--- src/rtl/program_loader_if.sv ---
// Bundles the loader's byte-link, memory-write and core-control signals.
// Ports: start/rx_data/rx_valid in to the loader; rx_ready, wr_en/wr_addr/wr_data,
//        cpu_hold/done/error out. slave = loader side, master = host/bench side.
interface program_loader_if #(
    parameter int PC_WIDTH          = 8,
    parameter int INSTRUCTION_WIDTH = 32
);
    logic                         start;
    logic [7:0]                   rx_data;
    logic                         rx_valid;
    logic                         rx_ready;
    logic                         wr_en;
    logic [PC_WIDTH-1:0]          wr_addr;
    logic [INSTRUCTION_WIDTH-1:0] wr_data;
    logic                         cpu_hold;
    logic                         done;
    logic                         error;

    modport slave (
        input  start, rx_data, rx_valid,
        output rx_ready, wr_en, wr_addr, wr_data, cpu_hold, done, error
    );

    modport master (
        output start, rx_data, rx_valid,
        input  rx_ready, wr_en, wr_addr, wr_data, cpu_hold, done, error
    );
endinterface

--- src/rtl/program_loader.sv ---
// Instruction-memory loader: length-prefixed, checksummed byte frame -> sequential word writes from addr 0.
// Latency: word write strobe one cycle after its last byte; done/error one cycle after the checksum byte.
// Backpressure: rx_ready high only while a frame is in progress; accepts one byte per clk with no stall.
// Ports: clk, rst (sync, active-high); bus (slave modport) carries start, rx byte link, write port, cpu_hold/done/error.
module program_loader #(
    parameter int PC_WIDTH          = 8,
    parameter int INSTRUCTION_WIDTH = 32
) (
    input  logic            clk,
    input  logic            rst,
    program_loader_if.slave bus
);
    localparam int          BYTES     = INSTRUCTION_WIDTH / 8;
    localparam int          BCW       = (BYTES > 1) ? $clog2(BYTES) : 1;
    localparam int unsigned MAX_WORDS = 32'd1 << PC_WIDTH;

    typedef enum logic [2:0] {
        S_IDLE,
        S_LEN_HI,
        S_LEN_LO,
        S_DATA,
        S_CHECK,
        S_DONE,
        S_ERR
    } state_t;

    state_t                       r_state;
    state_t                       w_next;
    logic [7:0]                   r_len_hi;
    logic [15:0]                  r_words_left;
    logic [BCW-1:0]               r_byte_cnt;
    logic [INSTRUCTION_WIDTH-1:0] r_word;
    logic [INSTRUCTION_WIDTH-1:0] r_wr_data;
    logic [PC_WIDTH-1:0]          r_wr_addr;
    logic                         r_wr_en;
    logic [7:0]                   r_sum;

    logic                         w_rx_ready;
    logic                         w_accept;
    logic [15:0]                  w_len;
    logic                         w_word_end;
    logic [INSTRUCTION_WIDTH-1:0] w_shifted;

    always_comb begin
        w_rx_ready = (r_state == S_LEN_HI) || (r_state == S_LEN_LO) ||
                     (r_state == S_DATA)   || (r_state == S_CHECK);
        w_accept   = w_rx_ready && bus.rx_valid;
        w_len      = {r_len_hi, bus.rx_data};
        w_word_end = (r_byte_cnt == BCW'(BYTES - 1));
        // Bytes arrive MSB first, so each new byte enters at the LSB end.
        w_shifted  = (r_word << 8) | INSTRUCTION_WIDTH'(bus.rx_data);
    end

    always_comb begin
        w_next = r_state;
        case (r_state)
            S_IDLE, S_DONE, S_ERR: begin
                if (bus.start) w_next = S_LEN_HI;
            end
            S_LEN_HI: begin
                if (w_accept) w_next = S_LEN_LO;
            end
            S_LEN_LO: begin
                if (w_accept) begin
                    if (32'(w_len) > MAX_WORDS) w_next = S_ERR;
                    else if (w_len == 16'd0)    w_next = S_CHECK;
                    else                        w_next = S_DATA;
                end
            end
            S_DATA: begin
                if (w_accept && w_word_end && (r_words_left == 16'd1)) w_next = S_CHECK;
            end
            S_CHECK: begin
                if (w_accept) w_next = (bus.rx_data == r_sum) ? S_DONE : S_ERR;
            end
            default: w_next = S_IDLE;
        endcase
    end

    always_ff @(posedge clk) begin
        if (rst) r_state <= S_IDLE;
        else     r_state <= w_next;
    end

    always_ff @(posedge clk) begin
        if (rst) begin
            r_len_hi     <= '0;
            r_words_left <= '0;
            r_byte_cnt   <= '0;
            r_word       <= '0;
            r_wr_data    <= '0;
            r_wr_addr    <= '0;
            r_wr_en      <= 1'b0;
            r_sum        <= '0;
        end else begin
            r_wr_en <= 1'b0;
            // Address moves on once the strobe cycle has presented it.
            if (r_wr_en) r_wr_addr <= r_wr_addr + PC_WIDTH'(1);
            case (r_state)
                S_IDLE, S_DONE, S_ERR: begin
                    if (bus.start) begin
                        r_wr_addr    <= '0;
                        r_sum        <= '0;
                        r_byte_cnt   <= '0;
                        r_words_left <= '0;
                    end
                end
                S_LEN_HI: begin
                    if (w_accept) r_len_hi <= bus.rx_data;
                end
                S_LEN_LO: begin
                    if (w_accept) begin
                        r_words_left <= w_len;
                        r_byte_cnt   <= '0;
                    end
                end
                S_DATA: begin
                    if (w_accept) begin
                        r_word <= w_shifted;
                        r_sum  <= r_sum + bus.rx_data;
                        if (w_word_end) begin
                            r_byte_cnt   <= '0;
                            r_wr_en      <= 1'b1;
                            r_wr_data    <= w_shifted;
                            r_words_left <= r_words_left - 16'd1;
                        end else begin
                            r_byte_cnt <= r_byte_cnt + BCW'(1);
                        end
                    end
                end
                default: ;
            endcase
        end
    end

    assign bus.rx_ready = w_rx_ready;
    assign bus.wr_en    = r_wr_en;
    assign bus.wr_addr  = r_wr_addr;
    assign bus.wr_data  = r_wr_data;
    assign bus.cpu_hold = (r_state != S_DONE);
    assign bus.done     = (r_state == S_DONE);
    assign bus.error    = (r_state == S_ERR);
endmodule

--- src/flat_wrapper.sv ---
// flat-port wrapper written by rule: the top's interface ports become plain ports
module program_loader_flat 
#(
    parameter int PC_WIDTH          = 8,
    parameter int INSTRUCTION_WIDTH = 32
)
  (clk, rst, bus_start, bus_rx_data, bus_rx_valid, bus_rx_ready, bus_wr_en, bus_wr_addr, bus_wr_data, bus_cpu_hold, bus_done, bus_error);
  program_loader_if #(.PC_WIDTH(PC_WIDTH), .INSTRUCTION_WIDTH(INSTRUCTION_WIDTH)) bus_i ();
  input  logic clk;
  input  logic rst;
  input wire logic [$bits(bus_i.start)-1:0] bus_start;
  input wire logic [$bits(bus_i.rx_data)-1:0] bus_rx_data;
  input wire logic [$bits(bus_i.rx_valid)-1:0] bus_rx_valid;
  output wire logic [$bits(bus_i.rx_ready)-1:0] bus_rx_ready;
  output wire logic [$bits(bus_i.wr_en)-1:0] bus_wr_en;
  output wire logic [$bits(bus_i.wr_addr)-1:0] bus_wr_addr;
  output wire logic [$bits(bus_i.wr_data)-1:0] bus_wr_data;
  output wire logic [$bits(bus_i.cpu_hold)-1:0] bus_cpu_hold;
  output wire logic [$bits(bus_i.done)-1:0] bus_done;
  output wire logic [$bits(bus_i.error)-1:0] bus_error;
  assign bus_i.start = bus_start;
  assign bus_i.rx_data = bus_rx_data;
  assign bus_i.rx_valid = bus_rx_valid;
  assign bus_rx_ready = bus_i.rx_ready;
  assign bus_wr_en = bus_i.wr_en;
  assign bus_wr_addr = bus_i.wr_addr;
  assign bus_wr_data = bus_i.wr_data;
  assign bus_cpu_hold = bus_i.cpu_hold;
  assign bus_done = bus_i.done;
  assign bus_error = bus_i.error;
  program_loader #(.PC_WIDTH(PC_WIDTH), .INSTRUCTION_WIDTH(INSTRUCTION_WIDTH)) u_core (.clk(clk), .rst(rst), .bus(bus_i));
endmodule
--- config.mk ---
export PLATFORM = sky130hd
export DESIGN_NAME = program_loader_flat
export DESIGN_NICKNAME = d
export VERILOG_FILES = /design/src/rtl/program_loader_if.sv /design/src/rtl/program_loader.sv /design/src/flat_wrapper.sv
export SDC_FILE = /design/constraint.sdc
export NUM_CORES = 1
export LEC_CHECK = 0
export ABC_AREA = 1
export BUFFER_PORTS_ARGS = -buffer_cell sky130_fd_sc_hd__buf_2
export CELL_PAD_IN_SITES_DETAIL_PLACEMENT = 0
export CELL_PAD_IN_SITES_GLOBAL_PLACEMENT = 1
export CORE_MARGIN = 4
export CORE_UTILIZATION = 42
export DETAILED_ROUTE_END_ITERATION = 12
export GPL_TIMING_DRIVEN = 0
export HOLD_SLACK_MARGIN = 0.08
export PLACE_DENSITY_LB_ADDON = 0.08
export SETUP_SLACK_MARGIN = 0.4
export SYNTH_ARGS = -nofsm -noshare
export SYNTH_HDL_FRONTEND = slang
export SYNTH_SLANG_ARGS = --single-unit
--- constraint.sdc ---
create_clock -name clk -period 2.2 [get_ports clk]
set_input_delay 0.11 -clock clk [delete_from_list [all_inputs] [get_ports clk]]
set_output_delay 0.11 -clock clk [all_outputs]
set_load 0.005 [all_outputs]
* Word-level counts from Yosys, hierarchy flattened *
Index checks and enable logic that the tools add are counted.

word-level totals
  register bits = 102
  input bits = 12
  output and inout bits = 45
  logic and storage cells = 79

cells by class
  $add $sub $neg = 4
  magnitude comparators = 1
  eq/ne operators = 17
  mux-type cells = 26
  bitwise logic cells = 3
  reductions and logical operators = 19

operators by type and width
  kind                     count
  $mux W16                 4
  $pmux W16 S3             1
  $mux W8                  5
  $or A32 B8 Y32           1
  $mux W3                  7
  $eq A16 B1 Y1 const B    1
  $gt A16 B9 Y1 const B    1
  $logic_not A16 Y1        1
  $pmux W8 S2              1
  $sub A16 B1 Y16 const B  1
  $pmux W3 S5              1
  $mux W2                  5
  $ne A2 B1 Y1 const B     5
  $reduce_and A5 Y1        2
  $eq A3 B3 Y1 const B     3
  $add A8 B1 Y8 const B    1
  $add A8 B8 Y8            1
  $eq A8 B8 Y1             1
  $eq A3 B2 Y1 const B     2
  $pmux W2 S3              1
  $reduce_and A3 Y1        2
  $reduce_or A3 Y1         2
  $ne A2 B2 Y1 const B     2
  $reduce_and A2 Y1        2
  other kinds (12)         17

* Depth between registers and ports, before layout *
  depth after elaboration = 9
  depth in mapped cells = 11
  gate-level depth less buffers = 11

* Worst setup path after synthesis *
OpenSTA, ideal clock, no wires.

  path kind = register -> register
  from = register u_core.r_sum[0]
  to = register u_core.r_sum[4]
  setup time = 116 ps
  arrival time = 1,422 ps
  required time = 2,084 ps
  slack = 663 ps
  stages on the path, launching flop included = 11
  path buffers = 0
  path through = dfxtp_1 -> ha_1 -> fa_1 -> nand2_1 -> inv_1 -> o21ai_0 -> nand2_1 -> nor2_1 -> nor2_1 -> nor2_1 -> nor2_1

between the ends
  cells in the longest elaborated chain, start to end = 3

ends and longest elaborated chain
  item                    line                   source
  start, declared         program_loader.sv:36   logic [7:0] r_sum;
  start signal, assigned  program_loader.sv:120  r_sum <= r_sum + bus.rx_data;
  $add A8 B8 Y8           program_loader.sv:120
  $mux W8                 program_loader.sv:118  if (w_accept) begin
  $pmux W8 S2             program_loader.sv:99   case (r_state)

No other way between the ends. The select of a mux whose other input is x is not followed.
A chain may end at the register's enable or synchronous reset.

* Final worst setup path *
  from = register u_core.r_state[2]
  to = register u_core.r_wr_data[6], in the netlist u_core.bus.wr_data[6]

between the ends
  cells in the longest elaborated chain, start to end = 6
  elaborated cells on any way between the ends = 9

ends and longest elaborated chain
  item                                                 line                   source
  start, declared                                      program_loader.sv:27   state_t r_state;
  start signal, assigned                               program_loader.sv:82   else r_state <= w_next;
  $eq A3 B1 Y1 / $eq A3 B2 Y1 (equally long branches)  program_loader.sv:45   w_rx_ready = (r_state == S_LEN_HI) || (r_state == S_LEN_LO) ||
  $logic_or A1 B1 Y1 (2 in series)                     program_loader.sv:45
  $logic_or A1 B1 Y1                                   program_loader.sv:46   (r_state == S_DATA) || (r_state == S_CHECK);
  $logic_and A1 B1 Y1                                  program_loader.sv:47   w_accept = w_rx_ready && bus.rx_valid;
  $reduce_and A3 Y1 (no line) (*)                      --
  end signal, assigned                                 program_loader.sv:124  r_wr_data <= w_shifted;
  end, declared                                        program_loader.sv:33   logic [INSTRUCTION_WIDTH-1:0] r_wr_data;

Every way passes the cells marked *; elsewhere a longest branch is shown, timed or not.

==> flow_metrics.tcl <==
set metrics [dict create \
    layout-drive-gt1-share_pct 16.1 \
    worstSetupStartpointType "flip-flop" \
    final_period_minus_worst_setup_slack_ns 1.68 \
    worst_skew_pair.late_latency_ns 0.35 \
    async_s_r_ff_share_synth_pct 0 \
    worst_ir_drop_vdd_mv 0.691 \
    boundaryPins 57 \
    finalHoldViolations 0 \
    dominant_delay_contributor_by_cell_family_on_the_critical_path "buffers and inverters" \
    synth_top_area_share_pct 41.5 \
    part_of_the_yosys_area_used_for_sequential_elements_pct 41.5 \
    cts_tree "done" \
    post-route-period-util_pct 76.5 \
    gp_congestion 0.842 \
    coreArea_sq_um 11500 \
    worst-setup-path-type "flip-flop to flip-flop" \
    worst_setup_hold_path_clk_slew_ns 0.07 \
    antenna_cells_inserted 0 \
    final_common_cell "sky130_fd_sc_hd__nor2_1" \
    synth-main-ff-cell "sky130_fd_sc_hd__dfxtp_1" \
    yosysWarnings 0 \
    ys_ff_latch 102 \
    finalWirelength_um 13400 \
    area_growth_pct 17.7 \
    powerDensity_nw_per_um2 1090 \
    timing.critical_path.cells "clkbuf_4 -> inv_2 -> o21ai_4 -> nand2_1 -> nand4_1 -> buf_6 -> buf_2 -> o21ai_0 -> a21oi_1" \
    ys_top_cells_by_area "sky130_fd_sc_hd__dfxtp_1 (41%), sky130_fd_sc_hd__nor2_1 (9.5%), sky130_fd_sc_hd__nand2_1 (8.5%), sky130_fd_sc_hd__o21ai_0 (8.5%), sky130_fd_sc_hd__inv_1 (7.0%)" \
    crit_path_max_incr_delay_ns 0.30 \
    finalSetupViolations 0 \
    postSynthCellCount 720 \
    placement_rows 39 \
    dp_hpwl_um 9880 \
    detail_route.first_pass.iterations 6 \
    mostFrequentLayoutCells "sky130_fd_sc_hd__nor2_1 (120), sky130_fd_sc_hd__nand2_1 (111), sky130_fd_sc_hd__dfxtp_1 (100)" \
    grt_first_pass_wirelength_um 21800 \
    cp.buffers_inverters 4 \
    timing.critical_path.fanout_max 10 \
    initial_core_util_pct 42.9 \
    clock-root-buffer "sky130_fd_sc_hd__clkbuf_16" \
    clock_sinks 102 \
    worst_hold_path_type "input pin to flip-flop" \
    finalSetupTns_ns 0 \
    global_route.usage.total_pct 20.6 \
    synth_top_area_cell "sky130_fd_sc_hd__dfxtp_1" \
    syn_area_sq_um 4920 \
    floorplan.die_area_sq_um 13500 \
    cts-htree-levels 3 \
    vias_in_the_first_global_route 4365 \
    count_of_flip_flops_with_a_built_in_enable_after_synthesis 0 \
    worst_path_max_delay_cell "sky130_fd_sc_hd__dfxtp_1" \
    worst_clock_skew_ns 0.00988 \
    drt_iter0_markers 268 \
    worst_ep_arrival_time_ns 1.93 \
    postSynthNetCount 744 \
    post_synth.cell_area_avg_sq_um 6.84 \
    initial_antenna_violation_count 0 \
    clock_tree.buffer_depth 2 \
    finalNetCount 813 \
    outcome "finished clean" \
    crit_end_category "flip-flop" \
    worst_slew_pin_slew_ns 0.662 \
    yosys.cell_types.count 35 \
    wl_per_cell_um 14.3 \
    final_slew_viol_count 0 \
    grt_setup_unrepaired "true" \
    max_freq_mhz 594 \
    finish.utilization_pct 50.5 \
    floorplan.die.height_um 116 \
    largest_net_degree_at_the_start_of_global_routing 18 \
    remaining_drc_errors 0 \
    crit_required_ns 2.44 \
    numCtsBuffers 9 \
    vias_per_cell 5.07 \
    die_w_um 116 \
    drtAntennaViolNets 0 \
    max_cap_violations 0 \
    place.port_buffers 55 \
    fin_hold_ws_ns 0.118 \
    max_slew_margin_pct 55.9 \
    grt.overflow.total 0 \
    power_leakage_uw 0.00263 \
    routed-via-count 4748 \
]
report_power, final:
part | internal, uW | switching [uW]
Combinational | 866 | 1660
Sequential | 2050 | 174
Clock | 840 | 731
layer usage:
layer / up-vias / routed length, um / GRT usage (%)
met1: 2190 / 6150 / 27.5
met4: 0 / 102 / 4.80
met5: - / 0 / 0
li1: 2469 / - / -
met2: 80 / 6560 / 33.4
met3: 9 / 579 / 5.44
cell families after synthesis:
| group | count (synthesis) | share of synthesized area [%] |
|---|---|---|
| XOR/XNOR | 4 | 0.712 |
| adder cells (fa/ha/maj) | 12 | 3.20 |
| AND/OR/NAND/NOR | 307 | 26.3 |
| flip-flops | 102 | 41.5 |
| AO/OA/AOI/OAI | 170 | 18.0 |
| buffers and inverters | 125 | 10.3 |
worst register-to-register path, stage by stage (launching register included):
cell,delay [ns]
sky130_fd_sc_hd__dfxtp_1,0.30
sky130_fd_sc_hd__clkbuf_4,0.18
sky130_fd_sc_hd__inv_2,0.11
sky130_fd_sc_hd__o21ai_4,0.09
sky130_fd_sc_hd__nand2_1,0.12
sky130_fd_sc_hd__nand4_1,0.17
sky130_fd_sc_hd__buf_6,0.20
sky130_fd_sc_hd__buf_2,0.18
sky130_fd_sc_hd__o21ai_0,0.18
sky130_fd_sc_hd__a21oi_1,0.05
path summary, 6_finish.rpt:
check	startpoint	endpoint	slack, ns	depth (start not counted)
setup / recovery	u_core.r_state[2]	u_core.bus.wr_data[6]	0.52	9
hold reg to reg	u_core.bus.wr_data[15]	u_core.bus.wr_data[15]	0.44	2
setup reg to reg	u_core.r_state[2]	u_core.bus.wr_data[6]	0.52	9
hold / removal	bus_rx_data[4]	u_core.r_word[4]	0.12	3
through the flow:
stage                     instance area (sq um)  instances  total power (uW)  setup WS [ns]
after floorplan                            4920        720              4010          0.663
after global placement                     5380        918              4550          0.371
after detailed placement                   5380        918              4590          0.340
after CTS                                  5690        934              6210          0.409
after global routing                       5790        937              6870          0.343
final                                      5790        937              6320          0.516
registers in the layout, summed over array words and instances (netlist names):
signal	flops
u_core.r_word	24
u_core.r_words_left	16
u_core.bus.wr_en	1
u_core.bus.wr_addr	8
u_core.bus.wr_data	32
u_core.r_byte_cnt	2
u_core.r_state	3
u_core.r_sum	8
u_core.r_len_hi	8
cell usage after synthesis (3+ instances only):
cell type and instances:
sky130_fd_sc_hd__a21oi_1 67, sky130_fd_sc_hd__buf_2 12, sky130_fd_sc_hd__clkbuf_1 14, sky130_fd_sc_hd__nor3_1 3
sky130_fd_sc_hd__nand4_1 8, sky130_fd_sc_hd__nor2_1 125, sky130_fd_sc_hd__buf_6 3, sky130_fd_sc_hd__o21ai_0 84
sky130_fd_sc_hd__o21ai_1 5, sky130_fd_sc_hd__ha_1 11, sky130_fd_sc_hd__dfxtp_1 102, sky130_fd_sc_hd__o22ai_1 4
sky130_fd_sc_hd__inv_1 92, sky130_fd_sc_hd__xnor2_1 3, sky130_fd_sc_hd__nand2_1 112, sky130_fd_sc_hd__a21oi_2 5
sky130_fd_sc_hd__nand3_1 44, sky130_fd_sc_hd__nand2_2 6
what timing repair did:
action,CTS,global route
pin swaps,0,1
gates cloned,0,1
buffers inserted,0,2
resized for setup,5,40
hold endpoints to repair,0,0
endpoints found under the setup margin,18,90
hold buffers,0,0
layout make-up:
class | instances | area (sq um)
Buffer | 31 | 175
Clock inverter | 5 | 40.0
Sequential cell | 102 | 2050
Multi-Input combinational cell | 494 | 2450
Fill cell | 1193 | 5670
Tap cell | 143 | 179
Clock buffer | 11 | 253
Timing Repair Buffer | 57 | 290
Inverter | 94 | 355
Power figures use the tool's default switching activity.
